==> config.mk <==
export PLATFORM = sky130hd
export DESIGN_NAME = alu_issue_queue_flat
export DESIGN_NICKNAME = d
export VERILOG_FILES = /design/src/rtl/alu_issue_queue_if.sv /design/src/rtl/alu_issue_queue.sv /design/src/flat_wrapper.sv
export SDC_FILE = /design/constraint.sdc
export NUM_CORES = 1
export LEC_CHECK = 0
export ABC_AREA = 1
export ABC_CLOCK_PERIOD_IN_PS = 9500
export BUFFER_PORTS_ARGS = -buffer_cell sky130_fd_sc_hd__buf_2
export CAP_MARGIN = 10
export CORE_UTILIZATION = 40
export CTS_CLUSTER_DIAMETER = 150
export DETAILED_ROUTE_END_ITERATION = 8
export PLACE_DENSITY = 0.59
export SYNTH_ARGS = -nofsm -noshare
export SYNTH_HDL_FRONTEND = slang
export SYNTH_SLANG_ARGS = --single-unit
==> constraint.sdc <==
create_clock -name clk -period 9.5 [get_ports clk]
set_input_delay 0.95 -clock clk [delete_from_list [all_inputs] [get_ports clk]]
set_output_delay 0.95 -clock clk [all_outputs]
set_load 0.01 [all_outputs]
==> src/rtl/alu_issue_queue_if.sv <==
// Bundle for the ALU issue queue: flush, dispatch port, wakeup (writeback) bus,
// registered issue port and the occupancy count.
interface alu_issue_queue_if #(
  parameter int DEPTH = 4
);
  logic                       flush;
  logic                       disp_valid;
  logic                       disp_ready;
  logic [5:0]                 disp_Operation;
  logic [4:0]                 disp_Rdst;
  logic [5:0]                 disp_Phydst;
  logic [3:0]                 disp_Commit_Window;
  logic [31:0]                disp_imm;
  logic [31:0]                disp_Src1;
  logic [31:0]                disp_Src2;
  logic                       disp_Src1_rdy;
  logic                       disp_Src2_rdy;
  logic [5:0]                 disp_Src1_tag;
  logic [5:0]                 disp_Src2_tag;
  logic                       WB_valid;
  logic [5:0]                 WB_Phydst;
  logic [31:0]                WB_Result;
  logic                       EX_en;
  logic [5:0]                 EX_Operation;
  logic [4:0]                 EX_Rdst;
  logic [5:0]                 EX_Phydst;
  logic [3:0]                 EX_Commit_Window;
  logic [31:0]                EX_imm;
  logic [31:0]                EX_Src1;
  logic [31:0]                EX_Src2;
  logic [$clog2(DEPTH):0]     occupancy;

  modport master (
    output flush, disp_valid, disp_Operation, disp_Rdst, disp_Phydst, disp_Commit_Window,
           disp_imm, disp_Src1, disp_Src2, disp_Src1_rdy, disp_Src2_rdy, disp_Src1_tag,
           disp_Src2_tag, WB_valid, WB_Phydst, WB_Result,
    input  disp_ready, EX_en, EX_Operation, EX_Rdst, EX_Phydst, EX_Commit_Window, EX_imm,
           EX_Src1, EX_Src2, occupancy
  );

  modport slave (
    input  flush, disp_valid, disp_Operation, disp_Rdst, disp_Phydst, disp_Commit_Window,
           disp_imm, disp_Src1, disp_Src2, disp_Src1_rdy, disp_Src2_rdy, disp_Src1_tag,
           disp_Src2_tag, WB_valid, WB_Phydst, WB_Result,
    output disp_ready, EX_en, EX_Operation, EX_Rdst, EX_Phydst, EX_Commit_Window, EX_imm,
           EX_Src1, EX_Src2, occupancy
  );
endinterface

==> src/rtl/alu_issue_queue.sv <==
// Age-ordered compacting ALU issue queue: oldest-ready-first select, writeback
// wakeup with dispatch bypass, one issue and one dispatch per cycle.
module alu_issue_queue #(
  parameter int DEPTH = 4
) (
  input logic               clk,
  input logic               rst,
  alu_issue_queue_if.slave  q
);
  localparam int OCC_W = $clog2(DEPTH) + 1;
  localparam int IDX_W = $clog2(DEPTH);

  typedef struct packed {
    logic [5:0]  op;
    logic [4:0]  rdst;
    logic [5:0]  phydst;
    logic [3:0]  cw;
    logic [31:0] imm;
    logic [31:0] src1;
    logic        src1_rdy;
    logic [5:0]  src1_tag;
    logic [31:0] src2;
    logic        src2_rdy;
    logic [5:0]  src2_tag;
  } entry_t;

  entry_t             ent_q [DEPTH];
  entry_t             ent_d [DEPTH];
  entry_t             new_e;
  entry_t             shifted;
  logic [OCC_W-1:0]   occ_q;
  logic [OCC_W-1:0]   occ_d;
  logic [OCC_W-1:0]   tail;
  logic [IDX_W-1:0]   sel;
  logic               issue_any;
  logic               accept;

  // Ready operands are left untouched; only waiting operands capture the broadcast.
  function automatic entry_t wake(input entry_t e, input logic wb_v,
                                  input logic [5:0] wb_tag, input logic [31:0] wb_res);
    entry_t r;
    r = e;
    if (wb_v && !r.src1_rdy && r.src1_tag == wb_tag) begin
      r.src1     = wb_res;
      r.src1_rdy = 1'b1;
    end
    if (wb_v && !r.src2_rdy && r.src2_tag == wb_tag) begin
      r.src2     = wb_res;
      r.src2_rdy = 1'b1;
    end
    return r;
  endfunction

  assign q.disp_ready = (occ_q < OCC_W'(DEPTH));
  assign q.occupancy  = occ_q;
  assign accept       = q.disp_valid && q.disp_ready && !q.flush;
  assign tail         = occ_q - OCC_W'(issue_any);

  always_comb begin
    issue_any = 1'b0;
    sel       = '0;
    for (int i = DEPTH - 1; i >= 0; i--) begin
      if (OCC_W'(i) < occ_q && ent_q[i].src1_rdy && ent_q[i].src2_rdy) begin
        issue_any = 1'b1;
        sel       = IDX_W'(i);
      end
    end
  end

  always_comb begin
    new_e          = '0;
    new_e.op       = q.disp_Operation;
    new_e.rdst     = q.disp_Rdst;
    new_e.phydst   = q.disp_Phydst;
    new_e.cw       = q.disp_Commit_Window;
    new_e.imm      = q.disp_imm;
    new_e.src1     = q.disp_Src1;
    new_e.src1_rdy = q.disp_Src1_rdy;
    new_e.src1_tag = q.disp_Src1_tag;
    new_e.src2     = q.disp_Src2;
    new_e.src2_rdy = q.disp_Src2_rdy;
    new_e.src2_tag = q.disp_Src2_tag;
    new_e          = wake(new_e, q.WB_valid, q.WB_Phydst, q.WB_Result);
  end

  // Compact over the issued slot, wake every survivor, then append at the new tail.
  always_comb begin
    shifted = '0;
    for (int i = 0; i < DEPTH; i++) begin
      shifted = ent_q[i];
      if (issue_any && i >= int'(sel) && i < DEPTH - 1) shifted = ent_q[IDX_W'(i + 1)];
      ent_d[i] = wake(shifted, q.WB_valid, q.WB_Phydst, q.WB_Result);
      if (accept && OCC_W'(i) == tail) ent_d[i] = new_e;
    end
  end

  always_comb begin
    occ_d = occ_q + OCC_W'(accept) - OCC_W'(issue_any);
    if (q.flush) occ_d = '0;
  end

  always_ff @(posedge clk) begin
    for (int i = 0; i < DEPTH; i++) ent_q[i] <= ent_d[i];
  end

  // Issue stage boundary: registered hand-off to the ALU.
  always_ff @(posedge clk) begin
    if (!rst) begin
      occ_q              <= '0;
      q.EX_en            <= 1'b0;
      q.EX_Operation     <= '0;
      q.EX_Rdst          <= '0;
      q.EX_Phydst        <= '0;
      q.EX_Commit_Window <= '0;
      q.EX_imm           <= '0;
      q.EX_Src1          <= '0;
      q.EX_Src2          <= '0;
    end else begin
      occ_q   <= occ_d;
      q.EX_en <= issue_any && !q.flush;
      if (issue_any && !q.flush) begin
        q.EX_Operation     <= ent_q[sel].op;
        q.EX_Rdst          <= ent_q[sel].rdst;
        q.EX_Phydst        <= ent_q[sel].phydst;
        q.EX_Commit_Window <= ent_q[sel].cw;
        q.EX_imm           <= ent_q[sel].imm;
        q.EX_Src1          <= ent_q[sel].src1;
        q.EX_Src2          <= ent_q[sel].src2;
      end
    end
  end
endmodule

==> src/flat_wrapper.sv <==
// flat-port wrapper written by rule: the top's interface ports become plain ports
module alu_issue_queue_flat 
#(
  parameter int DEPTH = 4
)
  (clk, rst, q_flush, q_disp_valid, q_disp_Operation, q_disp_Rdst, q_disp_Phydst, q_disp_Commit_Window, q_disp_imm, q_disp_Src1, q_disp_Src2, q_disp_Src1_rdy, q_disp_Src2_rdy, q_disp_Src1_tag, q_disp_Src2_tag, q_WB_valid, q_WB_Phydst, q_WB_Result, q_disp_ready, q_EX_en, q_EX_Operation, q_EX_Rdst, q_EX_Phydst, q_EX_Commit_Window, q_EX_imm, q_EX_Src1, q_EX_Src2, q_occupancy);
  alu_issue_queue_if #(.DEPTH(DEPTH)) q_i ();
  input logic clk;
  input logic rst;
  input wire logic [$bits(q_i.flush)-1:0] q_flush;
  input wire logic [$bits(q_i.disp_valid)-1:0] q_disp_valid;
  input wire logic [$bits(q_i.disp_Operation)-1:0] q_disp_Operation;
  input wire logic [$bits(q_i.disp_Rdst)-1:0] q_disp_Rdst;
  input wire logic [$bits(q_i.disp_Phydst)-1:0] q_disp_Phydst;
  input wire logic [$bits(q_i.disp_Commit_Window)-1:0] q_disp_Commit_Window;
  input wire logic [$bits(q_i.disp_imm)-1:0] q_disp_imm;
  input wire logic [$bits(q_i.disp_Src1)-1:0] q_disp_Src1;
  input wire logic [$bits(q_i.disp_Src2)-1:0] q_disp_Src2;
  input wire logic [$bits(q_i.disp_Src1_rdy)-1:0] q_disp_Src1_rdy;
  input wire logic [$bits(q_i.disp_Src2_rdy)-1:0] q_disp_Src2_rdy;
  input wire logic [$bits(q_i.disp_Src1_tag)-1:0] q_disp_Src1_tag;
  input wire logic [$bits(q_i.disp_Src2_tag)-1:0] q_disp_Src2_tag;
  input wire logic [$bits(q_i.WB_valid)-1:0] q_WB_valid;
  input wire logic [$bits(q_i.WB_Phydst)-1:0] q_WB_Phydst;
  input wire logic [$bits(q_i.WB_Result)-1:0] q_WB_Result;
  output wire logic [$bits(q_i.disp_ready)-1:0] q_disp_ready;
  output wire logic [$bits(q_i.EX_en)-1:0] q_EX_en;
  output wire logic [$bits(q_i.EX_Operation)-1:0] q_EX_Operation;
  output wire logic [$bits(q_i.EX_Rdst)-1:0] q_EX_Rdst;
  output wire logic [$bits(q_i.EX_Phydst)-1:0] q_EX_Phydst;
  output wire logic [$bits(q_i.EX_Commit_Window)-1:0] q_EX_Commit_Window;
  output wire logic [$bits(q_i.EX_imm)-1:0] q_EX_imm;
  output wire logic [$bits(q_i.EX_Src1)-1:0] q_EX_Src1;
  output wire logic [$bits(q_i.EX_Src2)-1:0] q_EX_Src2;
  output wire logic [$bits(q_i.occupancy)-1:0] q_occupancy;
  assign q_i.flush = q_flush;
  assign q_i.disp_valid = q_disp_valid;
  assign q_i.disp_Operation = q_disp_Operation;
  assign q_i.disp_Rdst = q_disp_Rdst;
  assign q_i.disp_Phydst = q_disp_Phydst;
  assign q_i.disp_Commit_Window = q_disp_Commit_Window;
  assign q_i.disp_imm = q_disp_imm;
  assign q_i.disp_Src1 = q_disp_Src1;
  assign q_i.disp_Src2 = q_disp_Src2;
  assign q_i.disp_Src1_rdy = q_disp_Src1_rdy;
  assign q_i.disp_Src2_rdy = q_disp_Src2_rdy;
  assign q_i.disp_Src1_tag = q_disp_Src1_tag;
  assign q_i.disp_Src2_tag = q_disp_Src2_tag;
  assign q_i.WB_valid = q_WB_valid;
  assign q_i.WB_Phydst = q_WB_Phydst;
  assign q_i.WB_Result = q_WB_Result;
  assign q_disp_ready = q_i.disp_ready;
  assign q_EX_en = q_i.EX_en;
  assign q_EX_Operation = q_i.EX_Operation;
  assign q_EX_Rdst = q_i.EX_Rdst;
  assign q_EX_Phydst = q_i.EX_Phydst;
  assign q_EX_Commit_Window = q_i.EX_Commit_Window;
  assign q_EX_imm = q_i.EX_imm;
  assign q_EX_Src1 = q_i.EX_Src1;
  assign q_EX_Src2 = q_i.EX_Src2;
  assign q_occupancy = q_i.occupancy;
  alu_issue_queue #(.DEPTH(DEPTH)) u_core (.clk(clk), .rst(rst), .q(q_i));
endmodule
# After elaboration in Yosys (flattened, before gate mapping)

Memory sizes are Yosys's and may differ from the RTL's. A register that Yosys moved wholly into a read port is not among the register bits.
Index checks and enable logic that the tools add are counted.

Bits in registers: 4
Latch bits: 0
RAM bits: 524
Bits in read-only memories: 0
Bits of input ports: 174
Memories: 1

Add/sub/neg operators: 3
Multiply operators: 0
Divide/modulo/power cells: 0
Magnitude comparators: 8
Equality and inequality tests: 13
Shift-type cells: 0
Mux-type cells: 25
Bitwise logic cells: 1
Reduce and logical (&&, ||, !) cells: 52

Memories:

| memory       | words | bits a word | rd ports | clocked after memory_dff | wr ports | RTL line              | source |
|---|---|---|---|---|---|---|---|
| u_core.ent_q | 4     | 131         | 5        | 1                        | 4        | alu_issue_queue.sv:27 | `entry_t ent_q [DEPTH];` |

Operators with widths:

| operator             | count |
|---|---|
| $mux W131            | 7 |
| $mux W33             | 10 |
| $eq A6 B6 Y1         | 10 |
| $logic_and A1 B1 Y1  | 38 |
| $logic_not A1 Y1     | 12 |
| $mux W2              | 4 |
| $eq A2 B3 Y1 const A | 2 |
| $lt A1 B3 Y1 const A | 2 |
| $lt A2 B3 Y1 const A | 2 |
| $sub A3 B1 Y3        | 2 |
| $ge A1 B2 Y1 const A | 2 |
| $mux W1              | 4 |
| $add A3 B1 Y3        | 1 |
| $eq A1 B3 Y1 const A | 1 |
| $logic_not A3 Y1     | 1 |
| $lt A3 B3 Y1 const B | 1 |
| $ge A2 B2 Y1 const A | 1 |
| $reduce_or A2 Y1     | 1 |
| $not A1 Y1           | 1 |

# Logic depth before layout (Yosys ltp)

Gate-level depths: netlist of the first run.

Depth after elaboration: 15
Mapped depth: 21
Depth with buffers taken out: 18

# Worst setup path before layout of the first run

No wires, ideal clock.

Kind: input port to flip-flop
From: in q_WB_Phydst[1]
To: mem u_core.ent_q[3][10] (netlist bit), enable pin
Arrival time: 5.146 ns
Slack: 3.839 ns
Stages: 6
Path buffers: 2
Path through: buf_2 inv_1 clkbuf_1 or2_2 nand4_1 o41ai_1

RTL lines:

| what               | RTL line              | source |
|---|---|---|
| start: declaration | flat_wrapper.sv:24    | `input wire logic [$bits(q_i.WB_Phydst)-1:0] q_WB_Phydst;` |
| end: declaration   | alu_issue_queue.sv:27 |  |

==> results.cfg, run 1 <==
[worst_setup_path]
cp_common_cell = sky130_fd_sc_hd__ha_1
cp-end-kind = flip-flop
crit_required_ps = 9500
cp_cell_sequence = inv_1, ha_1, nor2_1, nand2_2, nand2_1, nor2_1, inv_1, ha_1, ha_1, xnor2_1, nand2_1, nor2_4, buf_4, inv_6, nand3_2
rr_worst_depth = 15
worst_path_largest_cell_delay_ps = 1050
highest_net_fanout_along_the_worst_path = 108
slowest_stage = sky130_fd_sc_hd__nand3_2
timing.setup.critical_path_class = flip-flop to flip-flop
worst_ep_arrival_time_ps = 5270
critPathLaunchType = flip-flop

[final_layout]
area_of_the_multi_input_gates_um2 = 13900
finish.cell_count_without_fillers = 5667
final_layout_size_suffix_gt1_share_pct = 12.7
fillers = 8728
layout_commonest_cell = sky130_fd_sc_hd__nand2_1
most-common-layout-cells = 887 x sky130_fd_sc_hd__nand2_1, 590 x sky130_fd_sc_hd__nand3_1, 493 x sky130_fd_sc_hd__nor2_1
final-seq-area_um2 = 17700
syn_to_final_growth_pct = 12.6
number_of_nets_in_the_layout = 4640

[yosys]
synth_top_area_share_pct = 41.8
ys_top_cells_by_area = sky130_fd_sc_hd__edfxtp_1 42%, sky130_fd_sc_hd__nand2_1 9.7%, sky130_fd_sc_hd__dfxtp_1 9.4%, sky130_fd_sc_hd__nand3_1 8.6%, sky130_fd_sc_hd__o21ai_0 6.5%
ys_warn_count = 0
synth_largest_area_cell = sky130_fd_sc_hd__edfxtp_1
synthesis.area_per_instance_um2 = 7.95
yosysUniqueCellTypes = 42
ys_seq_elements = 645
post_synth_inst_count = 4356
postSynthNetCount = 4538
post_synth_instance_area_um2 = 34600
seq_area_frac_synth_pct = 51.2

[sta]
final_min_period_over_clock_period_pct = 55.4
tns_ps = 0
worst_tran_pin_value_ps = 1160
final_period_minus_worst_setup_slack_ps = 5270
report.final.hold_viol_count = 0
clock-skew-final_ps = 34.7
count_of_final_setup_violators = 0
fmax_mhz = 190
slew_violations = 0
grt_setup_unrepaired = no
max-slew-margin-rel_pct = 22.3

[die]
design.core.area_um2 = 85400
floorplan.die_area_um2 = 87800
placementRows = 107
ioPinCount = 296
die_w_um = 296
die_y_um = 296
start_util_pct = 40.6

[detailed_routing]
number_of_nets_with_antenna_violations_after_detailed_routing = 0
drt_first_iter_violations = 3272
drcViolationCount = 0
detail_route.wirelength_mm = 124
routed_wire_length_per_instance_um = 21.8
via_per_inst = 5.55
drtPass1Iterations = 6
vias = 31500

[cts]
cts.path.max_buffers = 3
tritoncts = built
postCtsSetupRepairBufs = 0
clk_pin_slew_ps = 60
ctsRootBufferMaster = sky130_fd_sc_hd__clkbuf_16
cts_num_sinks = 645
resized_cells_post_cts = 0
clock_latency_ps = 640
post_cts_hold_buffer_count = 0
clock_buffer_count_from_cts = 75
cts-htree-levels = 3

[placement]
placement.io_buffers = 295
placed_cells = 5524
detailed_place_hpwl_mm = 72.3
place.gp.congestion = 0.876

[min_path]
number_of_cells_on_the_worst_hold_path = 2
holdCritPathClass = flip-flop to flip-flop

[power]
power.ir.vdd_worst_mv = 0.147
power-per-cell-area_nw_per_um2 = 288
static-leakage-power_nw = 17.1

[global_routing]
first_global_vias = 29800
maximum_number_of_pins_on_one_net_before_global_route_repair = 141
number_of_antenna_violations_at_the_first_check_in_global_routing = 6
first_pass_grt_wire_length_mm = 184
grt_remaining_overflow = 0
gr-usage-all-layers_pct = 27.7

[run_status]
run_status = completed

[run]
timing.max_cap.violations = 0
-- critical path: cells and delay by family (launching register included) --
family / cells / cell delay, ps
buffers and inverters: 4 / 1210
and+or+nand+nor: 7 / 2140
xor gates and xnor gates: 1 / 140
DFF: 1 / 340
adders and majority gates: 3 / 680
-- through the flow --
stage | hold slack (ps) | setup slack, ps | cell area (µm²) | util, % | power (mW)
final | 494 | 4230 | 39000 | 45.7 | 11.2
after global routing | 485 | 3930 | 39000 | 45.7 | 11.8
after CTS | 467 | 4280 | 39000 | 45.6 | 11.2
after detailed placement | 482 | 4320 | 36700 | 42.9 | 8.40
after global placement | 479 | 4390 | 36700 | 42.9 | 8.35
after floorplan | 531 | 3840 | 34600 | - | 7.05
-- worst paths after layout --
check	startpoint	end	slack [ps]
worst max-delay path	u_core.q.occupancy[1]	u_core.ent_q[0][46]	4230
worst min-delay path	u_core.q.EX_Src1[0]	u_core.q.EX_Src1[0]	490
worst max register to register	u_core.q.occupancy[1]	u_core.ent_q[0][46]	4230
worst min register to register	u_core.q.EX_Src1[0]	u_core.q.EX_Src1[0]	490
-- report_power, final --
part | leakage [nW] | switching, mW | total [mW] | internal, mW
registers | 5.86 | 0.312 | 4.52 | 4.21
clock network | 1.14 | 1.23 | 2.80 | 1.57
logic | 10.1 | 2.87 | 3.91 | 1.04
total | 17.1 | 4.41 | 11.2 | 6.82
-- metal layers --
layer,vias to the layer above,global-route usage (%),routed length [µm]
li1,14800,-,-
met1,14800,36.8,51000
met2,1600,45.5,57500
met3,272,4.07,10600
met4,4,10.9,4690
met5,-,0,31
-- flip-flops by register name, indices dropped and copies added (netlist names) --
| name | cells |
|---|---|
| u_core.q.EX_Rdst | 5 |
| u_core.q.EX_Phydst | 6 |
| u_core.q.occupancy | 3 |
| u_core.q.EX_Operation | 6 |
| u_core.q.EX_imm | 32 |
| u_core.q.EX_Src2 | 32 |
| u_core.ent_q | 524 |
| u_core.q.EX_Commit_Window | 4 |
| u_core.q.EX_en | 1 |
| u_core.q.EX_Src1 | 32 |
-- cells by family after synthesis --
kind of cell    share of synthesized area, %
simple gates                            26.0
fa+ha+maj                              0.311
compound gates                          13.3
buf+inv                                 8.96
xor+xnor                               0.228
flops                                   51.2
-- cell usage after synthesis --
cell and instances:
sky130_fd_sc_hd__a21oi_1 132, sky130_fd_sc_hd__nand3_4 1, sky130_fd_sc_hd__nor2_2 5, sky130_fd_sc_hd__o41ai_1 1
sky130_fd_sc_hd__o211ai_2 1, sky130_fd_sc_hd__and2_1 2, sky130_fd_sc_hd__nand4_1 19, sky130_fd_sc_hd__nand3_1 592
sky130_fd_sc_hd__a221oi_2 1, sky130_fd_sc_hd__o22ai_1 4, sky130_fd_sc_hd__a31oi_1 2, sky130_fd_sc_hd__o2111ai_1 2
sky130_fd_sc_hd__buf_1 27, sky130_fd_sc_hd__o211ai_1 186, sky130_fd_sc_hd__nand2_2 7, sky130_fd_sc_hd__a22oi_1 1
sky130_fd_sc_hd__nor3_1 3, sky130_fd_sc_hd__inv_2 12, sky130_fd_sc_hd__nor2_1 498, sky130_fd_sc_hd__o21ai_1 35
sky130_fd_sc_hd__ha_1 7, sky130_fd_sc_hd__xnor2_1 2, sky130_fd_sc_hd__dfxtp_1 163, sky130_fd_sc_hd__fa_1 1
sky130_fd_sc_hd__clkinv_1 2, sky130_fd_sc_hd__o221ai_1 1, sky130_fd_sc_hd__o21ai_0 451, sky130_fd_sc_hd__buf_4 10
sky130_fd_sc_hd__nor2_4 6, sky130_fd_sc_hd__buf_2 108, sky130_fd_sc_hd__clkbuf_1 174, sky130_fd_sc_hd__a221oi_1 1
sky130_fd_sc_hd__buf_6 6, sky130_fd_sc_hd__edfxtp_1 482, sky130_fd_sc_hd__nand2_4 1, sky130_fd_sc_hd__xor2_1 7
sky130_fd_sc_hd__nand2_1 892, sky130_fd_sc_hd__inv_1 430, sky130_fd_sc_hd__nand3_2 2, sky130_fd_sc_hd__or2_1 4
sky130_fd_sc_hd__nor4_1 2, sky130_fd_sc_hd__or2_2 73
-- layout make-up --
type,instances,area share (%)
timing repair buffer,350,4.96
antenna,4,0.0256
inverter,444,4.33
multi-input combinational,2942,35.6
clock inverter,26,0.596
sequential,645,45.4
clock buffer,112,5.37
tap,1144,3.67
No activity file was read; power rests on OpenSTA's default activity.
==> run 2, diff against run 1 <==
--- a/config.mk
+++ b/config.mk
@@ -6,13 +6,13 @@
 export NUM_CORES = 1
 export LEC_CHECK = 0
 export ABC_AREA = 1
-export ABC_CLOCK_PERIOD_IN_PS = 9500
+export ABC_CLOCK_PERIOD_IN_PS = 4400
 export BUFFER_PORTS_ARGS = -buffer_cell sky130_fd_sc_hd__buf_2
 export CAP_MARGIN = 10
 export CORE_UTILIZATION = 40
 export CTS_CLUSTER_DIAMETER = 150
 export DETAILED_ROUTE_END_ITERATION = 8
-export PLACE_DENSITY = 0.59
+export PLACE_DENSITY = 0.61
 export SYNTH_ARGS = -nofsm -noshare
 export SYNTH_HDL_FRONTEND = slang
 export SYNTH_SLANG_ARGS = --single-unit
==> constraint.sdc (replaced) <==
create_clock -name clk -period 4.4 [get_ports clk]
set_input_delay 0.44 -clock clk [delete_from_list [all_inputs] [get_ports clk]]
set_output_delay 0.44 -clock clk [all_outputs]
set_load 0.01 [all_outputs]
==> run 2 against run 1 <==
Clock-buffer cell count increased by 7. Fmax increased by 35%. Worst setup slack got worse by 3700 ps. Via count increased by 2.0%. Critical path type unchanged. Clock power increased by 120%. Sequential share of layout area decreased by 1.3 points. Die area unchanged. Sequential power increased by 120%. Worst hold slack got worse by 460 ps. Critical endpoint is now u_core.ent_q[3][54].
==> results.cfg, run 2 (synthesis results as in run 1) <==
[power]
power.ir.vdd_worst_mv = 0.409
power-per-cell-area_nw_per_um2 = 617
static-leakage-power_nw = 17.7

[global_routing]
grt_remaining_overflow = 0
gr-usage-all-layers_pct = 27.8
first_global_vias = 29800
maximum_number_of_pins_on_one_net_before_global_route_repair = 118
number_of_antenna_violations_at_the_first_check_in_global_routing = 2
first_pass_grt_wire_length_mm = 185

[worst_setup_path]
ff2ff_setup_slack_ps = 500
critPathLaunchType = flip-flop
worst_ep_arrival_time_ps = 4250
crit_required_ps = 4750
timing.setup.critical_path_class = flip-flop to flip-flop
highest_net_fanout_along_the_worst_path = 22
cp-end-kind = flip-flop

[final_layout]
fillers = 8434
layout_commonest_cell = sky130_fd_sc_hd__nand2_1
area_of_the_multi_input_gates_um2 = 13900
most-common-layout-cells = 888 x sky130_fd_sc_hd__nand2_1, 590 x sky130_fd_sc_hd__nand3_1, 493 x sky130_fd_sc_hd__nor2_1
final_layout_size_suffix_gt1_share_pct = 13.5
largest-register = u_core.ent_q
final-seq-area_um2 = 17700
largest_register_ff_count = 524
syn_to_final_growth_pct = 16.0
number_of_nets_in_the_layout = 4726

[detailed_routing]
number_of_nets_with_antenna_violations_after_detailed_routing = 0
drtPass1Iterations = 6
vias = 32100
via_per_inst = 5.58
drt_first_iter_violations = 3757
routed_wire_length_per_instance_um = 21.6
drcViolationCount = 0
detail_route.wirelength_mm = 124

[cts]
cts_num_sinks = 645
cts.path.max_buffers = 3
clk_pin_slew_ps = 60
resized_cells_post_cts = 0
ctsRootBufferMaster = sky130_fd_sc_hd__clkbuf_16
cts-htree-levels = 3
postCtsSetupRepairBufs = 0
post_cts_hold_buffer_count = 41
clock_latency_ps = 650
tritoncts = built
clock_buffer_count_from_cts = 76

[die]
die_w_um = 296
design.core.area_um2 = 85400
floorplan.die_area_um2 = 87800
die_y_um = 296
placementRows = 107
ioPinCount = 296
start_util_pct = 40.6

[sta]
final_period_minus_worst_setup_slack_ps = 3900
setup_slack_ps = 502
max-slew-margin-rel_pct = 29.7
report.final.hold_viol_count = 0
grt_setup_unrepaired = no
fmax_mhz = 257
clock-skew-final_ps = 38.0
final_min_period_over_clock_period_pct = 88.6
slew_violations = 0
count_of_final_setup_violators = 0
tns_ps = 0
worst_tran_pin_value_ps = 1050

[run_status]
run_status = completed

[placement]
detailed_place_hpwl_mm = 74.1
place.gp.congestion = 0.913
placement.io_buffers = 295
place_worst_setup_slack_ps = 564

[min_path]
holdCritPathClass = primary input to flip-flop

[run]
timing.max_cap.violations = 0
[run 2: worst paths after layout]
path	start	end	cells past startpoint
setup / recovery	u_core.q.occupancy[1]	u_core.ent_q[3][54]	15
hold / removal	q_disp_Phydst[2]	u_core.ent_q[3][116]	1
setup reg to reg	u_core.q.occupancy[1]	u_core.ent_q[3][54]	15
hold reg to reg	u_core.q.EX_Src1[10]	u_core.q.EX_Src1[10]	2
[run 2: cell type report]
class / count / share of cell area (%)
Antenna cell: 1 / 0.00623
Tap cell: 1144 / 3.56
Clock inverter: 23 / 0.725
Inverter: 444 / 4.20
Multi-Input combinational cell: 2942 / 34.6
Clock buffer: 119 / 5.39
Timing Repair Buffer: 435 / 7.38
Sequential cell: 645 / 44.1
[run 2: stage by stage]
step | instance area, µm² | cells | utilization [%] | power [mW] | hold WS (ps)
after floorplan | 34700 | 4356 | - | 15.2 | 531
after global placement | 37300 | 5569 | 43.7 | 18.3 | 479
after detailed placement | 37300 | 5569 | 43.7 | 18.4 | 482
after CTS | 40200 | 5752 | 47.0 | 24.7 | 4.63
after global routing | 40200 | 5753 | 47.1 | 26.1 | 12.1
final | 40200 | 5753 | 47.1 | 24.8 | 30.6
[run 2: per-layer routing]
metal / vias up / GRT usage [%] / share of wire (%)
met5: - / 0 / 0.0097
li1: 15000 / - / -
met3: 297 / 4.17 / 9.2
met1: 15000 / 37.0 / 41
met2: 1828 / 45.1 / 46
met4: 2 / 11.5 / 3.9
[run 2: report_power, final]
group | internal (mW) | leakage, nW | switching, mW | total (mW)
logic | 2.53 | 10.6 | 6.29 | 8.82
clock network | 3.55 | 1.19 | 2.70 | 6.25
registers | 9.06 | 5.86 | 0.670 | 9.73
total | 15.1 | 17.7 | 9.66 | 24.8
[run 2: worst max-delay path, stage by stage (launching register included)]
cell and delay (ps):
sky130_fd_sc_hd__dfxtp_1 360, sky130_fd_sc_hd__inv_1 130, sky130_fd_sc_hd__ha_1 230, sky130_fd_sc_hd__nor2_1 70, sky130_fd_sc_hd__nand2_2 290, sky130_fd_sc_hd__nand2_1 180, sky130_fd_sc_hd__nor2_1 290, sky130_fd_sc_hd__inv_1 120
sky130_fd_sc_hd__ha_1 260, sky130_fd_sc_hd__ha_1 210, sky130_fd_sc_hd__xnor2_1 180, sky130_fd_sc_hd__nand2_1 170, sky130_fd_sc_hd__nor2_4 150, sky130_fd_sc_hd__inv_2 200, sky130_fd_sc_hd__o21ai_4 440, sky130_fd_sc_hd__buf_4 310
